===== config.mk =====
export PLATFORM = sky130hd
export DESIGN_NAME = icache_dm
export DESIGN_NICKNAME = d
export VERILOG_FILES = /design/src/rtl/lagarto0_pkg.sv /design/src/rtl/icache_array.sv /design/src/rtl/icache_dm.sv
export SDC_FILE = /design/constraint.sdc
export NUM_CORES = 2
export LEC_CHECK = 0
export ABC_AREA = 1
export CAP_MARGIN = 20
export CORE_MARGIN = 3
export CORE_UTILIZATION = 35
export CTS_CLUSTER_SIZE = 40
export DETAILED_ROUTE_END_ITERATION = 12
export PLACE_DENSITY = 0.46
export SLEW_MARGIN = 20
export SYNTH_ARGS = -nofsm -noshare
export SYNTH_HDL_FRONTEND = slang
export SYNTH_HIERARCHICAL = 1
export SYNTH_SLANG_ARGS = --single-unit

===== constraint.sdc =====
create_clock -name clk_i -period 14.67 [get_ports clk_i]
set_clock_uncertainty 0.05 [all_clocks]
set_input_delay 2.2005 -clock clk_i [delete_from_list [all_inputs] [get_ports clk_i]]
set_output_delay 2.2005 -clock clk_i [all_outputs]
set_load 0.02 [all_outputs]

===== src/rtl/lagarto0_pkg.sv =====
// Shared fetch-side constants and the instruction cache FSM state type.
// Contents: address/line sizes, direct-mapped geometry derived from
// ICACHE_NUM_LINES, and icache_state_e.
package lagarto0_pkg;

   localparam int unsigned ADDR_SIZE        = 32;
   localparam int unsigned ICACHE_LINE_SIZE = 128;

   localparam int unsigned ICACHE_NUM_LINES = 16;
   localparam int unsigned ICACHE_OFFSET_W  = $clog2(ICACHE_LINE_SIZE / 8);
   localparam int unsigned ICACHE_INDEX_W   = $clog2(ICACHE_NUM_LINES);
   localparam int unsigned ICACHE_TAG_W     = ADDR_SIZE - ICACHE_OFFSET_W - ICACHE_INDEX_W;

   typedef enum logic [1:0] {
      ICACHE_IDLE   = 2'd0,
      ICACHE_MISS   = 2'd1,
      ICACHE_REFILL = 2'd2
   } icache_state_e;

endpackage


===== src/rtl/icache_array.sv =====
// Tag/data/valid storage for the direct-mapped instruction cache.
// Ports: clk_i/rst_ni (sync, active-low, clears valid bits only),
//        rd_en_i/rd_idx_i -> registered rd_valid_o/rd_tag_o/rd_data_o,
//        wr_en_i/wr_idx_i/wr_tag_i/wr_data_i/wr_valid_i write port,
//        clr_i flash-clears every valid bit (wins over a same-cycle write).
module icache_array #(
   parameter int unsigned NUM_LINES = 16,
   parameter int unsigned TAG_W     = 24,
   parameter int unsigned DATA_W    = 128,
   parameter int unsigned IDX_W     = $clog2(NUM_LINES)
) (
   input  logic              clk_i,
   input  logic              rst_ni,
   input  logic              rd_en_i,
   input  logic [IDX_W-1:0]  rd_idx_i,
   output logic              rd_valid_o,
   output logic [TAG_W-1:0]  rd_tag_o,
   output logic [DATA_W-1:0] rd_data_o,
   input  logic              wr_en_i,
   input  logic [IDX_W-1:0]  wr_idx_i,
   input  logic [TAG_W-1:0]  wr_tag_i,
   input  logic [DATA_W-1:0] wr_data_i,
   input  logic              wr_valid_i,
   input  logic              clr_i
);

   logic [NUM_LINES-1:0] valid_q;
   logic [TAG_W-1:0]     tag_q  [NUM_LINES];
   logic [DATA_W-1:0]    data_q [NUM_LINES];
   logic                 rd_valid_q;
   logic [TAG_W-1:0]     rd_tag_q;
   logic [DATA_W-1:0]    rd_data_q;

   // Valid bits: the only reset state in the array.
   always_ff @(posedge clk_i) begin
      if (!rst_ni) begin
         valid_q <= '0;
      end else if (clr_i) begin
         valid_q <= '0;
      end else if (wr_en_i) begin
         valid_q[wr_idx_i] <= wr_valid_i;
      end
   end

   // Tag and data storage, never reset.
   always_ff @(posedge clk_i) begin
      if (wr_en_i) begin
         tag_q[wr_idx_i]  <= wr_tag_i;
         data_q[wr_idx_i] <= wr_data_i;
      end
   end

   // Registered read port.
   always_ff @(posedge clk_i) begin
      if (!rst_ni) begin
         rd_valid_q <= 1'b0;
      end else if (rd_en_i) begin
         rd_valid_q <= valid_q[rd_idx_i];
      end
   end

   always_ff @(posedge clk_i) begin
      if (rd_en_i) begin
         rd_tag_q  <= tag_q[rd_idx_i];
         rd_data_q <= data_q[rd_idx_i];
      end
   end

   assign rd_valid_o = rd_valid_q;
   assign rd_tag_o   = rd_tag_q;
   assign rd_data_o  = rd_data_q;

endmodule


===== src/rtl/icache_dm.sv =====
// Direct-mapped, blocking instruction cache with single-line refill.
// Ports: clk_i, rst_ni (sync, active-low); fetch side req_i/pc_i/flush_i ->
//        inst_o/hit_o/busy_o; memory side mem_req_o/mem_addr_o ->
//        mem_valid_i/mem_data_i.
// Optional: define ICACHE_STATS_EN to add saturating 32-bit hit_cnt_o and
//           miss_cnt_o counters of accepted lookups.
// A lookup is sampled on one edge and resolved in the following cycle; a
// miss moves to MISS on the edge after that, so the fastest miss-to-hit is
// three cycles. A request presented in the cycle a miss is detected is
// dropped; the fetch stage sees hit_o=0 and re-issues it.
module icache_dm
   import lagarto0_pkg::*;
#(
   parameter int unsigned NUM_LINES = ICACHE_NUM_LINES
) (
   input  logic                        clk_i,
   input  logic                        rst_ni,
   input  logic                        req_i,
   input  logic [ADDR_SIZE-1:0]        pc_i,
   input  logic                        flush_i,
   output logic [ICACHE_LINE_SIZE-1:0] inst_o,
   output logic                        hit_o,
   output logic                        busy_o,
   output logic                        mem_req_o,
   output logic [ADDR_SIZE-1:0]        mem_addr_o,
   input  logic                        mem_valid_i,
   input  logic [ICACHE_LINE_SIZE-1:0] mem_data_i
`ifdef ICACHE_STATS_EN
   ,
   output logic [31:0]                 hit_cnt_o,
   output logic [31:0]                 miss_cnt_o
`endif
);

   localparam int unsigned OFF_W = ICACHE_OFFSET_W;
   localparam int unsigned IDX_W = $clog2(NUM_LINES);
   localparam int unsigned TAG_W = ADDR_SIZE - OFF_W - IDX_W;

   icache_state_e               state_q, state_d;
   logic                        lookup_q, lookup_d;
   logic [TAG_W-1:0]            lkp_tag_q;
   logic [IDX_W-1:0]            lkp_idx_q;
   logic [ADDR_SIZE-1:0]        miss_addr_q, miss_addr_d;
   logic                        flush_pend_q, flush_pend_d;
   logic [ICACHE_LINE_SIZE-1:0] refill_q, refill_d;

   logic                        rd_valid;
   logic [TAG_W-1:0]            rd_tag;
   logic [ICACHE_LINE_SIZE-1:0] rd_data;
   logic                        wr_en_c, wr_valid_c;
   logic                        lkp_hit_c;
   logic                        unused_offset;

   // Offset bits only select a word inside the line; the line is returned whole.
   assign unused_offset = ^pc_i[OFF_W-1:0];

   icache_array #(
      .NUM_LINES (NUM_LINES),
      .TAG_W     (TAG_W),
      .DATA_W    (ICACHE_LINE_SIZE),
      .IDX_W     (IDX_W)
   ) u_array (
      .clk_i      (clk_i),
      .rst_ni     (rst_ni),
      .rd_en_i    (lookup_d),
      .rd_idx_i   (pc_i[OFF_W +: IDX_W]),
      .rd_valid_o (rd_valid),
      .rd_tag_o   (rd_tag),
      .rd_data_o  (rd_data),
      .wr_en_i    (wr_en_c),
      .wr_idx_i   (miss_addr_q[OFF_W +: IDX_W]),
      .wr_tag_i   (miss_addr_q[ADDR_SIZE-1 -: TAG_W]),
      .wr_data_i  (mem_data_i),
      .wr_valid_i (wr_valid_c),
      .clr_i      (flush_i)
   );

   // lookup_q is only ever set while IDLE, so it qualifies the compare alone.
   assign lkp_hit_c = lookup_q & rd_valid & (rd_tag == lkp_tag_q);

   // Next-state logic.
   always_comb begin
      state_d      = state_q;
      lookup_d     = 1'b0;
      miss_addr_d  = miss_addr_q;
      flush_pend_d = flush_pend_q;
      refill_d     = refill_q;
      wr_en_c      = 1'b0;
      wr_valid_c   = 1'b0;
      unique case (state_q)
         ICACHE_IDLE: begin
            if (lookup_q && !lkp_hit_c) begin
               state_d      = ICACHE_MISS;
               miss_addr_d  = {lkp_tag_q, lkp_idx_q, {OFF_W{1'b0}}};
               flush_pend_d = flush_i;
            end else begin
               // A same-cycle flush cancels the request outright.
               lookup_d = req_i & ~flush_i;
            end
         end
         ICACHE_MISS: begin
            if (flush_i) begin
               flush_pend_d = 1'b1;
            end
            if (mem_valid_i) begin
               wr_en_c    = 1'b1;
               wr_valid_c = ~(flush_pend_q | flush_i);
               refill_d   = mem_data_i;
               state_d    = ICACHE_REFILL;
            end
         end
         ICACHE_REFILL: begin
            state_d = ICACHE_IDLE;
         end
         default: begin
            state_d = ICACHE_IDLE;
         end
      endcase
   end

   // Control state.
   always_ff @(posedge clk_i) begin
      if (!rst_ni) begin
         state_q      <= ICACHE_IDLE;
         lookup_q     <= 1'b0;
         miss_addr_q  <= '0;
         flush_pend_q <= 1'b0;
         refill_q     <= '0;
      end else begin
         state_q      <= state_d;
         lookup_q     <= lookup_d;
         miss_addr_q  <= miss_addr_d;
         flush_pend_q <= flush_pend_d;
         refill_q     <= refill_d;
      end
   end

   // Tag/index of the lookup in flight, paired with the array read.
   always_ff @(posedge clk_i) begin
      if (lookup_d) begin
         lkp_tag_q <= pc_i[ADDR_SIZE-1 -: TAG_W];
         lkp_idx_q <= pc_i[OFF_W +: IDX_W];
      end
   end

   assign hit_o      = (state_q == ICACHE_REFILL) | lkp_hit_c;
   assign inst_o     = (state_q == ICACHE_REFILL) ? refill_q :
                       lkp_hit_c                  ? rd_data  : '0;
   assign busy_o     = (state_q != ICACHE_IDLE);
   assign mem_req_o  = (state_q == ICACHE_MISS);
   assign mem_addr_o = miss_addr_q;

`ifdef ICACHE_STATS_EN
   logic [31:0] hit_cnt_q, miss_cnt_q;

   // Saturating counters of resolved lookups; flush does not touch them.
   always_ff @(posedge clk_i) begin
      if (!rst_ni) begin
         hit_cnt_q  <= '0;
         miss_cnt_q <= '0;
      end else if (lookup_q) begin
         if (lkp_hit_c) begin
            if (hit_cnt_q != '1) hit_cnt_q <= hit_cnt_q + 32'd1;
         end else begin
            if (miss_cnt_q != '1) miss_cnt_q <= miss_cnt_q + 32'd1;
         end
      end
   end

   assign hit_cnt_o  = hit_cnt_q;
   assign miss_cnt_o = miss_cnt_q;
`endif

endmodule


======== After elaboration in Yosys (flattened, before gate mapping) ========
Memory sizes are Yosys's and may differ from the RTL's. A register that Yosys moved wholly into a read port is not among the register bits.
Cells that the tools add are included.
Widths: inputs -> output; s select.
operators by class
  muxes and demuxes ....................... 21
  reduce and logical (&&, ||, !) cells .... 11
  bitwise gates (word level) .............. 8
  equal/unequal tests ..................... 6
  order comparisons ....................... 3
operators by type and width
  kind                number
  $mux 128            2
  $eq 24x24->1        1
  $bwmux 16           1
  $mux 1              12
  $lt 4x5->1 const B  2
  $reduce_and 2->1    3
  $bmux 1 s4          1
  $demux 1 s4         1
  $ge 4x1->1 const B  1
  $mux 2              2
  $ne 2x2->1 const B  2
  $pmux 2 s2          1
  $reduce_bool 2->1   2
  $and 1x1->1         3
  $not 1->1           3
  $reduce_and 3->1    1
  $eq 2x1->1 const B  1
  $eq 2x2->1 const B  1
  $logic_and 1x1->1   2
  $logic_not 2->1     1
  $ne 2x1->1 const B  1
  $or 1x1->1          2
  $pmux 1 s2          1
  $reduce_or 2->1     1
  $logic_not 1->1     1
storage, ports and cells
  logic and storage cells ................. 60
  bits in registers ....................... 205
  memories ................................ 2
  input bits .............................. 165
  memory bits (writable) .................. 2432
memories
  name            depth  width  read ports  clocked after memory_dff  write ports  line                source
  u_array.data_q  16     128    1           1                         1            icache_array.sv:29  logic [DATA_W-1:0] data_q [NUM_LINES];
  u_array.tag_q   16     24     1           1                         1            icache_array.sv:28  logic [TAG_W-1:0] tag_q [NUM_LINES];

======== Logic depth before layout (Yosys ltp) ========
  depth after elaboration ................. 6
  depth in mapped cells ................... 13
  gate-level depth less buffers ........... 12

======== By module ========
Netlist, hierarchy kept.
by module, submodules not included
  module        instances  area each (µm²)  cells each
  icache_array  1          100169.8         7403
  icache_dm     1          8804.7           1242

======== Worst setup path after synthesis ========
Ideal clock, no wire load.
  path kind ............................... input-to-reg
  start point ............................. in flush_i
  end point ............................... reg lookup_q
  stages .................................. 4
  arrival time ............................ 11.799 ns
  path buffers ............................ 0
  slack ................................... 2.704 ns
  cells stage by stage .................... inv_1 -> nand3_1 -> a21oi_1 -> and2_1
between the ends
  cells in the longest elaborated chain, start to end .. 4
ends and longest elaborated chain
  what                    line              source
  start: declaration      icache_dm.sv:20   input logic flush_i,
  $not 1->1               icache_dm.sv:98   lookup_d = req_i & ~flush_i;
  $and 1x1->1             icache_dm.sv:98
  $mux 1                  icache_dm.sv:92   if (lookup_q && !lkp_hit_c) begin
  $mux 1                  icache_dm.sv:90   unique case (state_q)
  net lookup_d            icache_dm.sv:40   logic lookup_q, lookup_d;
  end signal: assignment  icache_dm.sv:131  lookup_q <= lookup_d;
  end: declaration        icache_dm.sv:40
The timed path passes the listed nets, and every way through them passes these cells.
A chain may end at the register's enable or synchronous reset.

======== Final worst setup path ========
  start point ............................. reg lkp_tag_q[4]
  end point ............................... out inst_o[30]
between the ends
  cells in the longest elaborated chain, start to end .. 4
ends and longest elaborated chain
  what                      line              source
  start: declaration        icache_dm.sv:41   logic [TAG_W-1:0] lkp_tag_q;
  start signal: assignment  icache_dm.sv:141  lkp_tag_q <= pc_i[ADDR_SIZE-1 -: TAG_W];
  $eq 24x24->1              icache_dm.sv:79   assign lkp_hit_c = lookup_q & rd_valid & (rd_tag == lkp_tag_q);
  $and 1x1->1               icache_dm.sv:79
  $mux 128                  icache_dm.sv:148  lkp_hit_c ? rd_data : '0;
  $mux 128                  icache_dm.sv:147  assign inst_o = (state_q == ICACHE_REFILL) ? refill_q :
  end: declaration          icache_dm.sv:21   output logic [ICACHE_LINE_SIZE-1:0] inst_o,
Every way passes these cells.

==> impl_metrics.csv <==
group,metric,value,unit
power_and_ir_drop,power_frac_comb,0.049,
synthesis,synth_common_cells,"edfxtp_1, nor2_1, o21ai_0, nand2_1, clkbuf_1",
critical_path,critPathKind,"reg -> out",
critical_path,worstPathRequired,12.42,ns
power_and_ir_drop,powerDensity,138,mW/mm²
cts,ctsResizeCount,0,
place,hpwlAfterDp,156,mm
worst_hold_path,hold_start,"refill_q[125]$_SDFFE_PN0P_",
critical_path,crit_path_max_incr_delay,0.99,ns
outcome,outcome,"complete, no violations",
worst_hold_path,hp-class,"reg -> reg",
critical_path,r2r_start,"state_q[0]$_SDFFE_PN0P_",
routing,via_per_inst,5.29,
synthesis,yosysMostFrequentCell,"edfxtp_1",
floorplan,initial_utilization,0.352,
power_and_ir_drop,leakagePower,40.8,nW
routing,via_count,69666,
cts,clockRootBuffer,"clkbuf_16",
synthesis,netlist_instances,8645,
synthesis,synth.distinct_cells,28,
timing,setup_viol,0,
routing,drt_first_pass_iters,6,
floorplan,die_w,564,µm
cts,hold_buffers,0,
global_routing,grt_pass1_wl,480,mm
place,dp_cells,12590,
global_routing,grt_max_degree,262,
flow_run,max_cap_viol_count,0,
synthesis,synth-edff-count,2612,
routing,dr.first_iter.drc_count,6071,
synthesis,syn_area,0.109,mm²
synthesis,yosys_warnings,6,
floorplan,core,0.309,mm²
layout,drive_gt1_frac,0.0663,
cts,cts_buffer_depth,4,
synthesis,synth_top_area_cell,"edfxtp_1",
power_and_ir_drop,vdd_drop_max,0.101,mV
global_routing,grt_pass1_vias,67714,
layout,fin_cells,13181,
routing,antenna_left,0,
layout,nFillCells,28903,
critical_path,cpMaxStageDelayCell,"o22ai_1",
cts,cts.sinks,2789,
timing,drv_slew,0,
critical_path,cp.arrival,5.48,ns
timing,period_share,0.527,
synthesis,synthArstFlopShare,0,
critical_path,critPathMaxFanout,75,
timing,hold_viol,0,
cts,worstSkewPairLatency,0.92,ns
routing,wl_per_cell,25.3,µm
timing,fmax,0.129,GHz
power_and_ir_drop,swShare,0.223,
critical_path,r2r_setup_slack,9.23,ns
layout,fin_nets,8951,
synthesis,synth_top_area_frac,0.720,
global_routing,grt_remaining_overflow,0,
place,numPortBuffers,319,
power_and_ir_drop,power_frac_clock,0.446,
cts,post_cts_buffers,0,
floorplan,fp.dieArea,0.318,mm²
layout,synthToLayoutAreaGrowth,16.0,%
cts,cts_tree,"yes",
synthesis,synth-main-ff-cell,"edfxtp_1",
timing,tightest_slew,1.16,ns
floorplan,fp-row-count,204,
cts,htreeDepth,5,
floorplan,die_h,564,µm
global_routing,grtUsageTotal,0.204,
worst_hold_path,hold_end,"refill_q[125]$_SDFFE_PN0P_",
place,gp_congestion,0.729,
cts,cts_buffers,313,
timing,post-route-min-period,7.74,ns
global_routing,antenna_found_initial,47,
timing,setup_tns,0,ns
synthesis,synth.avg_cell_area,12.6,µm²
routing,drc,0,
power_and_ir_drop,switchingPower,3.88,mW
power_and_ir_drop,p_int,13.5,mW
critical_path,worstPathCellList,"nand2_1 > nand2_1 > nor2_1 > nand3_1 > nor2_1 > nand3_4 > buf_12 > buf_4 > o22ai_1 > clkdlybuf4s50_1",
floorplan,io_pins,328,
synthesis,synth_seq_cells,2789,
synthesis,ys_top_cells_by_area,"edfxtp_1, o21ai_0, nor2_1",
critical_path,critPathLaunchType,"register",
worst_hold_path,hold_depth,2,
synthesis,ys_seq_area_frac,0.752,
critical_path,ff2ff_path_depth,9,
routing,wirelength,334,mm
critical_path,r2r_end,"u_array/data_q[15][67]$_DFFE_PP_",
timing,slew_headroom,0.226,
timing,rsz0062_at_grt,"no",
critical_path,critPathCaptureType,"output pin",
power_and_ir_drop,p_seq_frac,0.505,
cts,cts.clk_slew.worst_paths,0.06,ns
state kept, by name, indices dropped and copies added (netlist names), 4 cells and up:
signal	count
lkp_idx_q	4
mem_addr_o	28
u_array/tag_q	384
refill_q	128
u_array/valid_q	16
lkp_tag_q	24
u_array/rd_tag_o	24
u_array/rd_data_o	128
u_array/data_q	2048
per-layer routing:
| layer | GRT usage | up-vias | share of wire | routed length [µm] |
|---|---|---|---|---|
| li1 | - | 31738 | - | - |
| met1 | 0.289 | 35570 | 0.46 | 153000 |
| met2 | 0.331 | 1899 | 0.47 | 155000 |
| met3 | 0.0280 | 451 | 0.053 | 17500 |
| met4 | 0.0540 | 8 | 0.025 | 8190 |
| met5 | 0 | - | 0.00012 | 41 |
cell families after synthesis:
logic type	synth area share
flip-flops	0.752
AND/OR/NAND/NOR	0.0981
AO/OA/AOI/OAI	0.117
buffers and inverters	0.0325
XOR/XNOR	0.000482
other	0.0000344
cell usage in the layout, fill, tap and decap left out, types with 5 or more instances in the layout:
| master | instances |
|---|---|
| edfxtp_1 | 2612 |
| xnor2_1 | 5 |
| clkinv_1 | 55 |
| buf_12 | 23 |
| clkdlybuf4s50_1 | 314 |
| clkinvlp_4 | 9 |
| nand3_1 | 229 |
| inv_16 | 6 |
| buf_4 | 92 |
| clkbuf_1 | 68 |
| o21ai_1 | 49 |
| clkinv_16 | 8 |
| nor2_1 | 1630 |
| inv_6 | 6 |
| o211ai_1 | 376 |
| clkinv_2 | 52 |
| dfxtp_1 | 177 |
| nor2_4 | 16 |
| o22ai_1 | 324 |
| clkinv_8 | 5 |
| nand4_1 | 29 |
| o221ai_1 | 36 |
| diode_2 | 15 |
| clkbuf_8 | 27 |
| bufinv_16 | 22 |
| clkbuf_16 | 317 |
| nand2_1 | 839 |
| inv_1 | 240 |
| a21oi_1 | 145 |
| o21ai_0 | 1310 |
critical path: cells and delay by family (launching register included):
kind,cells,cell delay (ns)
buffers and inverters,3,1.74
and+or+nand+nor,6,1.28
DFF,1,0.44
AOI/OAI and AO/OA,1,0.99
final cells by class:
type	count	area [µm²]	share of cell area
antenna	15	37.5	0.000297
clock buffer	412	8560	0.0677
clock inverter	163	1680	0.0133
inverter	244	955	0.00755
multi-input combinational	5002	23600	0.187
sequential	2789	82000	0.649
tap	4120	5150	0.0408
timing repair buffer	436	4390	0.0347
power by group through the flow:
stage                     logic [mW]  clock network, mW  registers [mW]
after floorplan                0.482                  0            8.96
after global placement         0.844                  0            8.96
after detailed placement       0.854                  0            8.97
after CTS                      0.857               7.97            8.80
after global routing           0.944               8.28            8.80
final                          0.846               7.76            8.80
worst max-delay path by stage:
stage / from / end / slack [ns]
after floorplan: flush_i / lookup_q$_SDFF_PN0_ / 2.70
after global placement: mem_valid_i / u_array/data_q[15][68]$_DFFE_PP_ / 7.37
after detailed placement: mem_valid_i / u_array/data_q[15][71]$_DFFE_PP_ / 7.27
after CTS: lkp_tag_q[12]$_DFFE_PP_ / inst_o[26] / 6.73
after global routing: lkp_tag_q[2]$_DFFE_PP_ / inst_o[26] / 6.77
final: lkp_tag_q[4]$_DFFE_PP_ / inst_o[30] / 6.93
per-stage QoR:
stage	power, mW	worst slack (ns)	hold WS [ns]	area [µm²]	util
floorplan	9.45	2.70	0.380	109000	-
global placement	9.81	7.37	0.389	116000	0.375
detailed placement	9.82	7.27	0.394	116000	0.375
CTS	17.6	6.73	0.403	126000	0.408
global route	18.0	6.77	0.413	126000	0.408
finish	17.4	6.93	0.401	126000	0.409
No activity file was read; power rests on OpenSTA's default activity.
